$ cat config.mk
export PLATFORM = sky130hd
export DESIGN_NAME = rst_seq_ctrl_flat
export DESIGN_NICKNAME = d
export VERILOG_FILES = /design/src/rtl/rst_seq_ctrl_if.sv /design/src/rtl/rst_seq_ctrl.sv /design/src/flat_wrapper.sv
export SDC_FILE = /design/constraint.sdc
export NUM_CORES = 1
export LEC_CHECK = 0
export CAP_MARGIN = 30
export CORE_ASPECT_RATIO = 1.25
export CORE_MARGIN = 2
export CORE_UTILIZATION = 50
export DETAILED_ROUTE_END_ITERATION = 6
export GPL_TIMING_DRIVEN = 0
export PLACE_DENSITY = 0.78
export SYNTH_ARGS = -nofsm -noshare
export SYNTH_HDL_FRONTEND = slang
export SYNTH_SLANG_ARGS = --single-unit
$ cat constraint.sdc
create_clock -name CLK -period 2.5 [get_ports CLK]
set_input_delay 0.375 -clock CLK [delete_from_list [all_inputs] [get_ports CLK]]
set_output_delay 0.375 -clock CLK [all_outputs]
set_load 0.03 [all_outputs]
$ cat src/rtl/rst_seq_ctrl_if.sv
// Reset-sequencer bus: the request/ack inputs and the registered reset/status
// outputs shared between the sequencer and the rest of the reset tree.
interface rst_seq_ctrl_if #(
  parameter int DOMAINS = 2
);
  logic               RST_REQ;
  logic [DOMAINS-1:0] DOM_ACK;
  logic [DOMAINS-1:0] DOM_RST_N;
  logic               BUSY;
  logic               DONE;
  logic               ACK_ERR;

  // The sequencer side.
  modport master (
    input  RST_REQ,
    input  DOM_ACK,
    output DOM_RST_N,
    output BUSY,
    output DONE,
    output ACK_ERR
  );

  // The surrounding system: reset requester and per-domain synchronizers.
  modport slave (
    output RST_REQ,
    output DOM_ACK,
    input  DOM_RST_N,
    input  BUSY,
    input  DONE,
    input  ACK_ERR
  );
endinterface

$ cat src/rtl/rst_seq_ctrl.sv
// Reset sequencer: asserts every domain reset, holds it, then releases domains
// in index order, waiting for each domain's synchronized ack before the next.
module rst_seq_ctrl #(
  parameter int DOMAINS     = 2,
  parameter int HOLD_CYCLES = 16,
  parameter int ACK_TIMEOUT = 255
) (
  input  logic           CLK,
  input  logic           RST,
  rst_seq_ctrl_if.master bus
);

  localparam int CNT_MAX = (HOLD_CYCLES > ACK_TIMEOUT) ? HOLD_CYCLES : ACK_TIMEOUT;
  localparam int CNT_W   = $clog2(CNT_MAX + 1);
  localparam int IDX_W   = (DOMAINS > 1) ? $clog2(DOMAINS) : 1;

  localparam logic [CNT_W-1:0] HOLD_LAST = CNT_W'(HOLD_CYCLES - 1);
  localparam logic [CNT_W-1:0] ACK_LAST  = CNT_W'(ACK_TIMEOUT - 1);
  localparam logic [IDX_W-1:0] IDX_LAST  = IDX_W'(DOMAINS - 1);

  typedef enum logic [1:0] {
    ST_ASSERT,
    ST_RELEASE,
    ST_RUN
  } state_t;

  state_t             state_q, state_d;
  logic [CNT_W-1:0]   cnt_q, cnt_d;
  logic [IDX_W-1:0]   idx_q, idx_d;
  logic [DOMAINS-1:0] ack_meta_q, ack_s_q;
  logic [DOMAINS-1:0] dom_rst_n_q, dom_rst_n_d;
  logic               busy_q, busy_d;
  logic               done_q, done_d;
  logic               ack_err_q, ack_err_d;
  logic               ack_cur;

  // Ack of the domain currently being released, taken from the synchronized copy.
  assign ack_cur = ack_s_q[idx_q];

  // Next-state logic.
  always_comb begin
    // NOTE: every variable gets a default before the case so no path leaves it
    // unassigned; otherwise synthesis infers a latch.
    state_d   = state_q;
    cnt_d     = cnt_q;
    idx_d     = idx_q;
    ack_err_d = ack_err_q;
    done_d    = 1'b0;

    unique case (state_q)
      ST_ASSERT: begin
        if (bus.RST_REQ) begin
          cnt_d = '0;
        end else if (cnt_q == HOLD_LAST) begin
          state_d = ST_RELEASE;
          idx_d   = '0;
          cnt_d   = '0;
        end else begin
          cnt_d = cnt_q + 1'b1;
        end
      end

      ST_RELEASE: begin
        if (bus.RST_REQ) begin
          state_d = ST_ASSERT;
          idx_d   = '0;
          cnt_d   = '0;
        end else if (ack_cur || (cnt_q == ACK_LAST)) begin
          // A timeout advances exactly like an ack but leaves a sticky error.
          if (!ack_cur) ack_err_d = 1'b1;
          cnt_d = '0;
          if (idx_q == IDX_LAST) begin
            state_d = ST_RUN;
            done_d  = 1'b1;
          end else begin
            idx_d = idx_q + 1'b1;
          end
        end else begin
          cnt_d = cnt_q + 1'b1;
        end
      end

      ST_RUN: begin
        if (bus.RST_REQ) begin
          state_d = ST_ASSERT;
          idx_d   = '0;
          cnt_d   = '0;
        end
      end

      default: begin
        state_d = ST_ASSERT;
        idx_d   = '0;
        cnt_d   = '0;
      end
    endcase
  end

  // Outputs are decoded from the next state so they change on the same edge
  // as the state and leave the block straight from flops.
  always_comb begin
    dom_rst_n_d = '0;
    busy_d      = (state_d != ST_RUN);
    if (state_d == ST_RUN) begin
      dom_rst_n_d = '1;
    end else if (state_d == ST_RELEASE) begin
      for (int j = 0; j < DOMAINS; j++) begin
        dom_rst_n_d[j] = (j <= int'(idx_d));
      end
    end
  end

  always_ff @(posedge CLK) begin
    if (RST) begin
      // NOTE: sequential state uses non-blocking assignments so every flop
      // samples the pre-edge values regardless of statement order.
      state_q     <= ST_ASSERT;
      cnt_q       <= '0;
      idx_q       <= '0;
      ack_meta_q  <= '0;
      ack_s_q     <= '0;
      dom_rst_n_q <= '0;
      busy_q      <= 1'b1;
      done_q      <= 1'b0;
      ack_err_q   <= 1'b0;
    end else begin
      state_q     <= state_d;
      cnt_q       <= cnt_d;
      idx_q       <= idx_d;
      ack_meta_q  <= bus.DOM_ACK;
      ack_s_q     <= ack_meta_q;
      dom_rst_n_q <= dom_rst_n_d;
      busy_q      <= busy_d;
      done_q      <= done_d;
      ack_err_q   <= ack_err_d;
    end
  end

  assign bus.DOM_RST_N = dom_rst_n_q;
  assign bus.BUSY      = busy_q;
  assign bus.DONE      = done_q;
  assign bus.ACK_ERR   = ack_err_q;

endmodule

$ cat src/flat_wrapper.sv
// flat-port wrapper written by rule: the top's interface ports become plain ports
module rst_seq_ctrl_flat 
#(
  parameter int DOMAINS     = 2,
  parameter int HOLD_CYCLES = 16,
  parameter int ACK_TIMEOUT = 255
)
  (CLK, RST, bus_RST_REQ, bus_DOM_ACK, bus_DOM_RST_N, bus_BUSY, bus_DONE, bus_ACK_ERR);
  rst_seq_ctrl_if #(.DOMAINS(DOMAINS)) bus_i ();
  input  logic CLK;
  input  logic RST;
  input wire logic [$bits(bus_i.RST_REQ)-1:0] bus_RST_REQ;
  input wire logic [$bits(bus_i.DOM_ACK)-1:0] bus_DOM_ACK;
  output wire logic [$bits(bus_i.DOM_RST_N)-1:0] bus_DOM_RST_N;
  output wire logic [$bits(bus_i.BUSY)-1:0] bus_BUSY;
  output wire logic [$bits(bus_i.DONE)-1:0] bus_DONE;
  output wire logic [$bits(bus_i.ACK_ERR)-1:0] bus_ACK_ERR;
  assign bus_i.RST_REQ = bus_RST_REQ;
  assign bus_i.DOM_ACK = bus_DOM_ACK;
  assign bus_DOM_RST_N = bus_i.DOM_RST_N;
  assign bus_BUSY = bus_i.BUSY;
  assign bus_DONE = bus_i.DONE;
  assign bus_ACK_ERR = bus_i.ACK_ERR;
  rst_seq_ctrl #(.DOMAINS(DOMAINS), .HOLD_CYCLES(HOLD_CYCLES), .ACK_TIMEOUT(ACK_TIMEOUT)) u_core (.CLK(CLK), .RST(RST), .bus(bus_i));
endmodule
==> reports/results.ini, run 1 <==
[outcome]
outcome=finished, final reports clean

[synthesis]
yosys_warnings=0
synth_area_per_cell_um2=9.15
ys_top_cells_by_area=dfxtp_1 (44%), ha_1 (5.5%), nor2_1 (4.5%), nor2b_1 (4.1%), nand3_1 (3.8%)
synth.lib_cells_used.distinct=31
yosysTopAreaCellShare=0.438
ys_ff_latch=20
synth_area_leader_cell=dfxtp_1
post_synth_inst_count=100
synth_area_um2=915
ys_seq_area_frac=0.438
syn-num-nets=109

[cells_and_area]
fin_nets=122
final_layout_size_suffix_gt1_frac=0.107
nFillCells=148
flow.area_growth_from_synthesis_pct=17.1
n_antenna_cell=0

[floorplanning]
fp.dieArea_um2=2190
io_pins=10
initial_utilization=0.524
core_um2=1740
rows=17
die_w_um=42.3
die_h_um=51.8

[drt]
dr_total_vias=766
ant_nets=0
routed_wire_length_per_instance_um=12.8
post-route-drc-count=0
detail_route.iter0.violations=21
route.detailed.vias_per_inst=5.85
drt_wl_total_um=1680
dr.pass1.iters=4

[clock_network]
postCtsHoldBufs=0
root_buf_cell=clkbuf_4
clock_tree.buffer_depth=2
cts_setup_buffers=0
htreeDepth=1
tritoncts.num_buffers=3
cts.sink_count=20
cts_repair_resize_count=0
cts.reportedPaths.clkPinSlew_ps=120
clkLatencyLatePin_ps=310
cts_tree=done

[global_routing]
global_route.usage.total=0.185
grt_overflow_total=0
number_of_global_route_vias_before_repair=712
global_route_wire_length_before_repair_um=2990
grt_start_max_net_pins=13
number_of_antenna_violations_at_the_first_check_in_global_routing=0

[worst_setup_path]
worst-path-buf-inv=2
timing.setup.critical_path_class=flip-flop to flip-flop
worst_path_cell_trace=inv_1, ha_1, nand4_1, nor2_2, o211ai_1, nor2b_1, inv_1, ha_1, nand2b_1, a21bo_2
reg2reg_slack_ps=500
rr_startpoint=u_core.cnt_q[0]$_SDFFE_PP0P_
path_max_fanout=7
crit_path_top_delay_cell=dfxtp_1
path_delay_family=simple AND/OR/NAND/NOR gates
critPathCaptureType=flip-flop
worst-endpoint-required_ps=2710
slowest_delay_ps=390
r2r_end=u_core.bus.DOM_RST_N[1]$_SDFF_PP0_
critical_path_arrival_ps=2210
critPathLaunchType=flip-flop
reg2reg_depth=10

[place]
dpl_worst_slack_ps=191
gp_weighted_congestion=0.816
dp_hpwl_um=1230
placement.io_buffers=8

[sta]
fin_skew_ps=5.97
finalSetupViolations=0
maxSlewViolCount=0
fmax_ghz=0.501
timing.final.hold_violations=0
worst_slew_pin_slew_ps=674
timing.slew.headroom=0.549
period_needed_ps=2000
grt_setup_unrepaired=false
fin_ws_ps=503
tns_ps=0
share_of_the_clock_period_used_by_the_worst_path=0.799

[pwr]
total_leakage_power_nw=0.395
power-per-cell-area_nw_per_um2=581
worst_ir_drop_vdd_mv=0.393

[hold_path]
holdPathEnd=u_core.cnt_q[6]$_SDFFE_PP0P_
hold_path.class=primary input to flip-flop
hold_path.startpoint=RST
hold-path-cell-count=2

[flow_run]
cap_violations=0

area by class of cell:
class,instances,area (um2),area share
multi-input combinational,74,477,0.445
sequential,20,400,0.374
timing repair buffer,8,80.1,0.0748
clock inverter,1,30.0,0.0280
tap,19,23.8,0.0222
clock buffer,3,22.5,0.0210
buffer,2,22.5,0.0210
inverter,4,15.0,0.0140
synth_stat cells:
cell type and n:
nand2b_1 1, nor2b_1 6, a221oi_1 1, dfxtp_1 20
o211ai_1 1, o21ai_0 2, nand3_1 7, ha_1 4
a21oi_1 2, o2bb2ai_1 1, nor2_2 1, buf_6 2
nand4_1 1, a211oi_1 3, nor3_1 2, nor3b_4 1
mux2i_1 1, and3_1 2, or3_1 3, nor2_1 11
inv_1 4, nor4_1 2, a21bo_2 1, a31oi_1 5
a2bb2oi_1 1, a2bb2oi_2 1, o31ai_1 2, nand3b_1 2
nor3b_2 1, nand2_2 1, nand2_1 8
kinds of logic (layout without fill, tap and decap cells):
family          count (synthesis)  after routing  synth area share
fa+ha+maj                       4              4            0.0547
buf+inv                         6             18            0.0410
mux                             1              1            0.0109
compound gates                 20             20             0.161
simple gates                   49             49             0.294
flops                          20             20             0.438
placed cells by master (no fill, tap or decap):
| master | Yosys | layout |
|---|---|---|
| mux2i_1 | 1 | 1 |
| nor4_1 | 2 | 2 |
| a2bb2oi_1 | 1 | 1 |
| nand3_1 | 7 | 7 |
| a211oi_1 | 3 | 3 |
| inv_1 | 4 | 4 |
| nand2_1 | 8 | 8 |
| a2bb2oi_2 | 1 | 1 |
| nor2_2 | 1 | 1 |
| dfxtp_1 | 20 | 20 |
| nor3b_2 | 1 | 1 |
| ha_1 | 4 | 4 |
| nor2b_1 | 6 | 6 |
| nand4_1 | 1 | 1 |
| o31ai_1 | 2 | 2 |
| nor2_1 | 11 | 11 |
| clkbuf_4 | 0 | 3 |
| a31oi_1 | 5 | 5 |
| or3_1 | 3 | 3 |
| bufinv_16 | 0 | 1 |
| nand2b_1 | 1 | 1 |
| nor3_1 | 2 | 2 |
| and3_1 | 2 | 2 |
| nand3b_1 | 2 | 2 |
| nor3b_4 | 1 | 1 |
| o2bb2ai_1 | 1 | 1 |
| a221oi_1 | 1 | 1 |
| clkdlybuf4s50_1 | 0 | 8 |
| o211ai_1 | 1 | 1 |
| buf_6 | 2 | 2 |
| a21oi_1 | 2 | 2 |
| nand2_2 | 1 | 1 |
| a21bo_2 | 1 | 1 |
| o21ai_0 | 2 | 2 |
per-stage QoR:
stage | cells | area (um2) | hold slack, ps | utilization | total power, mW
6_report | 131 | 1070 | 263 | 0.614 | 0.622
5_1_grt | 131 | 1070 | 254 | 0.614 | 0.647
4_1_cts | 131 | 1070 | 259 | 0.614 | 0.626
3_5_place_dp | 127 | 1020 | 427 | 0.584 | 0.364
3_3_place_gp | 127 | 1020 | 420 | 0.584 | 0.363
2_1_floorplan | 100 | 915 | 414 | - | 0.353
power by group:
part / switching (mW) / total [mW] / internal, mW
combinational: 0.0147 / 0.0294 / 0.0147
sequential: 0.00330 / 0.327 / 0.324
clock: 0.103 / 0.266 / 0.162
total: 0.121 / 0.622 / 0.501
layer usage:
layer / wire length, um / vias to the layer above / GRT usage / share of wire
met3: 70 / 4 / 0.0243 / 0.042
met4: 33 / 0 / 0.109 / 0.020
li1: - / 387 / - / -
met2: 820 / 21 / 0.315 / 0.49
met1: 756 / 354 / 0.220 / 0.45
met5: 0 / - / 0 / 0
flip-flops by register name, indices dropped and copies added (netlist names):
name	cells
u_core.ack_meta_q	2
u_core.ack_s_q	2
u_core.bus.ACK_ERR	1
u_core.bus.BUSY	1
u_core.bus.DOM_RST_N	2
u_core.bus.DONE	1
u_core.cnt_q	8
u_core.idx_q	1
u_core.state_q	2
how the worst max path moves through the flow:
stage | depth (start not counted) | to | startpoint | slack (ps)
floorplan | 10 | u_core.bus.DOM_RST_N[1]$_SDFF_PP0_ | u_core.cnt_q[0]$_SDFFE_PP0P_ | 740
global placement | 7 | u_core.bus.DOM_RST_N[1]$_SDFF_PP0_ | bus_RST_REQ | 280
detailed placement | 7 | u_core.bus.DOM_RST_N[1]$_SDFF_PP0_ | bus_RST_REQ | 190
CTS | 10 | u_core.bus.DOM_RST_N[1]$_SDFF_PP0_ | u_core.cnt_q[0]$_SDFFE_PP0P_ | 500
global route | 10 | u_core.bus.DOM_RST_N[1]$_SDFF_PP0_ | u_core.cnt_q[0]$_SDFFE_PP0P_ | 350
finish | 10 | u_core.bus.DOM_RST_N[1]$_SDFF_PP0_ | u_core.cnt_q[0]$_SDFFE_PP0P_ | 500
No activity file was read; power rests on OpenSTA's default activity.
==> run 2, diff against run 1 <==
==> constraint.sdc (replaced) <==
create_clock -name CLK -period 2 [get_ports CLK]
set_input_delay 0.3 -clock CLK [delete_from_list [all_inputs] [get_ports CLK]]
set_output_delay 0.3 -clock CLK [all_outputs]
set_load 0.03 [all_outputs]
==> reports/results.ini, run 2 (synthesized netlist as in run 1, its figures left out) <==
[drt]
met2RoutedLength_um=830  ; was 820 um
highest_routing_layer_actually_used=met4  ; unchanged
post-route-drc-count=0  ; unchanged
dr.pass1.iters=4  ; unchanged
detail_route.iter0.violations=14  ; was 21
routed_wire_length_per_instance_um=13.1  ; was 12.8 um
route.detailed.vias_per_inst=5.84  ; was 5.85
drt_wl_total_um=1720  ; was 1680 um
dr_total_vias=771  ; was 766
wl_met3_um=84  ; was 70 um
ant_nets=0  ; unchanged
route.layer.met1.wl_um=765  ; was 756 um

[clock_network]
tritoncts.num_buffers=3  ; unchanged
clock_tree.buffer_depth=2  ; unchanged
cts.reportedPaths.clkPinSlew_ps=120  ; about the same
postCtsHoldBufs=0  ; unchanged
cts_tree=done  ; unchanged
cts.sink_count=20  ; unchanged
root_buf_cell=clkbuf_4  ; unchanged
clkLatencyLatePin_ps=310  ; about the same
htreeDepth=1  ; unchanged

[flow_run]
cap_violations=0  ; unchanged

[worst_setup_path]
critical_path_arrival_ps=2130  ; was 2210 ps
critPathCaptureType=flip-flop  ; unchanged
worst_path_cell_trace=inv_1, ha_2, nand4_1, nor2_4, o211ai_1, nor2b_4, inv_1, ha_1, nand2b_1, a21bo_2  ; was inv_1, ha_1, nand4_1, nor2_2, o211ai_1, nor2b_1, inv_1, ha_1, nand2b_1, a21bo_2
worst-endpoint-required_ps=2210  ; was 2710 ps
critPathLaunchType=flip-flop  ; unchanged
reg2reg_slack_ps=90  ; was 500 ps
crit_path_end=u_core.bus.DOM_RST_N[1]$_SDFF_PP0_  ; unchanged
timing.critical_path.from=u_core.cnt_q[0]$_SDFFE_PP0P_  ; unchanged
r2r_end=u_core.bus.DOM_RST_N[1]$_SDFF_PP0_  ; unchanged
timing.critical_path.mode_cell=inv_1
slowest_delay_ps=370  ; was 390 ps
crit_path_top_delay_cell=dfxtp_2  ; was dfxtp_1
rr_startpoint=u_core.cnt_q[0]$_SDFFE_PP0P_  ; unchanged
timing.setup.critical_path_class=flip-flop to flip-flop  ; unchanged
reg2reg_depth=10  ; unchanged
path_max_fanout=7  ; unchanged
worst-path-stages=10  ; unchanged
worst-path-buf-inv=2  ; unchanged
path_delay_family=simple AND/OR/NAND/NOR gates  ; unchanged

[cells_and_area]
nFillCells=143  ; was 148
multi_input_area_um2=495  ; was 477 um2
final_cell_count_no_fill=132  ; was 131
register_with_the_most_flip_flops=u_core.cnt_q  ; unchanged
mostFrequentLayoutCell=dfxtp_1  ; unchanged
regArea_um2=402  ; was 400 um2
flow.area_growth_from_synthesis_pct=20.1  ; was 17.1%
fin_nets=123  ; was 122
final_layout_size_suffix_gt1_frac=0.150  ; was 0.107
postLayoutCoreUtil=0.630  ; was 0.614
layout_common_cells=dfxtp_1 (19), nor2_1 (11), nand2_1 (8), clkdlybuf4s50_1 (8), nand3_1 (7)  ; was dfxtp_1 (20), nor2_1 (11), nand2_1 (8), clkdlybuf4s50_1 (8), nand3_1 (7)
n_antenna_cell=0  ; unchanged
max_ffs_per_register=8  ; unchanged

[pwr]
total_leakage_power_nw=0.411  ; was 0.395 nW
fraction_of_power_spent_switching_nets=0.200  ; was 0.195
power_after_layout_mw=0.785  ; was 0.622 mW
power-per-cell-area_nw_per_um2=715  ; was 581 nW/um2
worst_ir_drop_vdd_mv=0.496  ; was 0.393 mV
share_seq_of_total_power=0.521  ; was 0.526
switchingPower_mw=0.157  ; was 0.121 mW
clockPowerShare=0.429  ; was 0.427
pwr-share-comb=0.050  ; was 0.047
internal_power_mw=0.628  ; was 0.501 mW

[place]
number_of_cells_in_the_design_after_placement=127  ; unchanged
dpl_worst_slack_ps=-234  ; was 191 ps
dp_hpwl_um=1230  ; unchanged
placement.io_buffers=8  ; unchanged
gp_weighted_congestion=0.816  ; unchanged

[sta]
tns_ps=0  ; unchanged
fmax_ghz=0.523  ; was 0.501 GHz
timing.final.hold_violations=0  ; unchanged
worst_slew_pin_slew_ps=778  ; was 674 ps
fin_skew_ps=7.85  ; was 5.97 ps
maxSlewViolCount=0  ; unchanged
grt_setup_unrepaired=false  ; unchanged
period_needed_ps=1910  ; was 2000 ps
finalSetupViolations=0  ; unchanged
fin_ws_ps=86.7  ; was 503 ps
share_of_the_clock_period_used_by_the_worst_path=0.957  ; was 0.799
timing.slew.headroom=0.479  ; was 0.549

[global_routing]
global_route.usage.total=0.185  ; unchanged
grt_start_max_net_pins=13  ; unchanged
number_of_antenna_violations_at_the_first_check_in_global_routing=0  ; unchanged
global_route_wire_length_before_repair_um=2990  ; unchanged
grt_overflow_total=0  ; unchanged
number_of_global_route_vias_before_repair=712  ; unchanged

[floorplanning]
io_pins=10  ; unchanged
die_w_um=42.3  ; unchanged
core_um2=1740  ; unchanged
fp.dieArea_um2=2190  ; unchanged
rows=17  ; unchanged
initial_utilization=0.524  ; unchanged
die_h_um=51.8  ; unchanged

[hold_path]
hold_path.class=primary input to flip-flop  ; unchanged

[outcome]
outcome=finished, final reports clean  ; unchanged

## run 2: worst register-to-register path: stages (launching register included)
cell and delay (ps):
dfxtp_2 370, inv_1 70, ha_2 180, nand4_1 140
nor2_4 70, o211ai_1 250, nor2b_4 210, inv_1 50
ha_1 170, nand2b_1 80, a21bo_2 220
## run 2: worst min path at each step
stage	from	to	slack, ps	cells past startpoint
after floorplan	u_core.ack_meta_q[0]$_SDFF_PP0_	u_core.ack_s_q[0]$_SDFF_PP0_	410	1
after global placement	u_core.ack_meta_q[0]$_SDFF_PP0_	u_core.ack_s_q[0]$_SDFF_PP0_	420	1
after detailed placement	u_core.ack_meta_q[1]$_SDFF_PP0_	u_core.ack_s_q[1]$_SDFF_PP0_	430	1
after CTS	RST	u_core.ack_s_q[0]$_SDFF_PP0_	180	2
after global routing	RST	u_core.ack_s_q[1]$_SDFF_PP0_	180	2
final	RST	u_core.cnt_q[0]$_SDFFE_PP0P_	180	2
## run 2: area by class of cell
cell class              instances  share of cell area
inverters                       4              0.0137
flip-flops and latches         20               0.366
clock buffers                   3              0.0205
repair buffers                  9              0.0797
clock inverters                 1              0.0273
plain buffers                   2              0.0205
multi-input cells              74               0.451
well taps                      19              0.0216
## run 2: metal layers
layer	GRT usage	vias to the layer above
met5	0	-
met4	0.109	0
met3	0.0243	5
met2	0.315	20
met1	0.220	359
li1	-	387
## run 2: repair_timing
action / CTS / global route
resized for setup: 0 / 6
setup endpoints to repair: 0 / 2
setup buffers: 0 / 1
## run 2: power groups by stage
stage	clock, mW	sequential [mW]	combinational (mW)
final	0.337	0.409	0.0393
after global routing	0.357	0.410	0.0446
after CTS	0.336	0.409	0.0375
after detailed placement	0	0.418	0.0372
after global placement	0	0.417	0.0362
after floorplan	0	0.417	0.0241
## run 2: per-stage QoR
| stage | instance area (um2) | hold slack (ps) |
|---|---|---|
| after floorplan | 915 | 414 |
| after global placement | 1020 | 420 |
| after detailed placement | 1020 | 427 |
| after CTS | 1070 | 184 |
| after global routing | 1100 | 179 |
| final | 1100 | 175 |
==> run 3, diff against run 2 <==
==> constraint.sdc (replaced) <==
create_clock -name CLK -period 2.27 [get_ports CLK]
set_input_delay 0.454 -clock CLK [delete_from_list [all_inputs] [get_ports CLK]]
set_output_delay 0.454 -clock CLK [all_outputs]
set_load 0.03 [all_outputs]
==> results of run 3 <==
The final DEF is identical to that of run 1. Status: finished, final reports clean.
Among the figures that moved: setup slack after placement 191 ps -> -118 ps; setup slack after layout 503 ps -> 220 ps; hold slack 263 ps -> 342 ps; start point of the critical path u_core.cnt_q[0]$_SDFFE_PP0P_ -> bus_RST_REQ; register-to-register setup slack 500 ps -> 270 ps; total power 0.622 mW -> 0.685 mW; worst IR drop on VDD 0.393 mV -> 0.433 mV
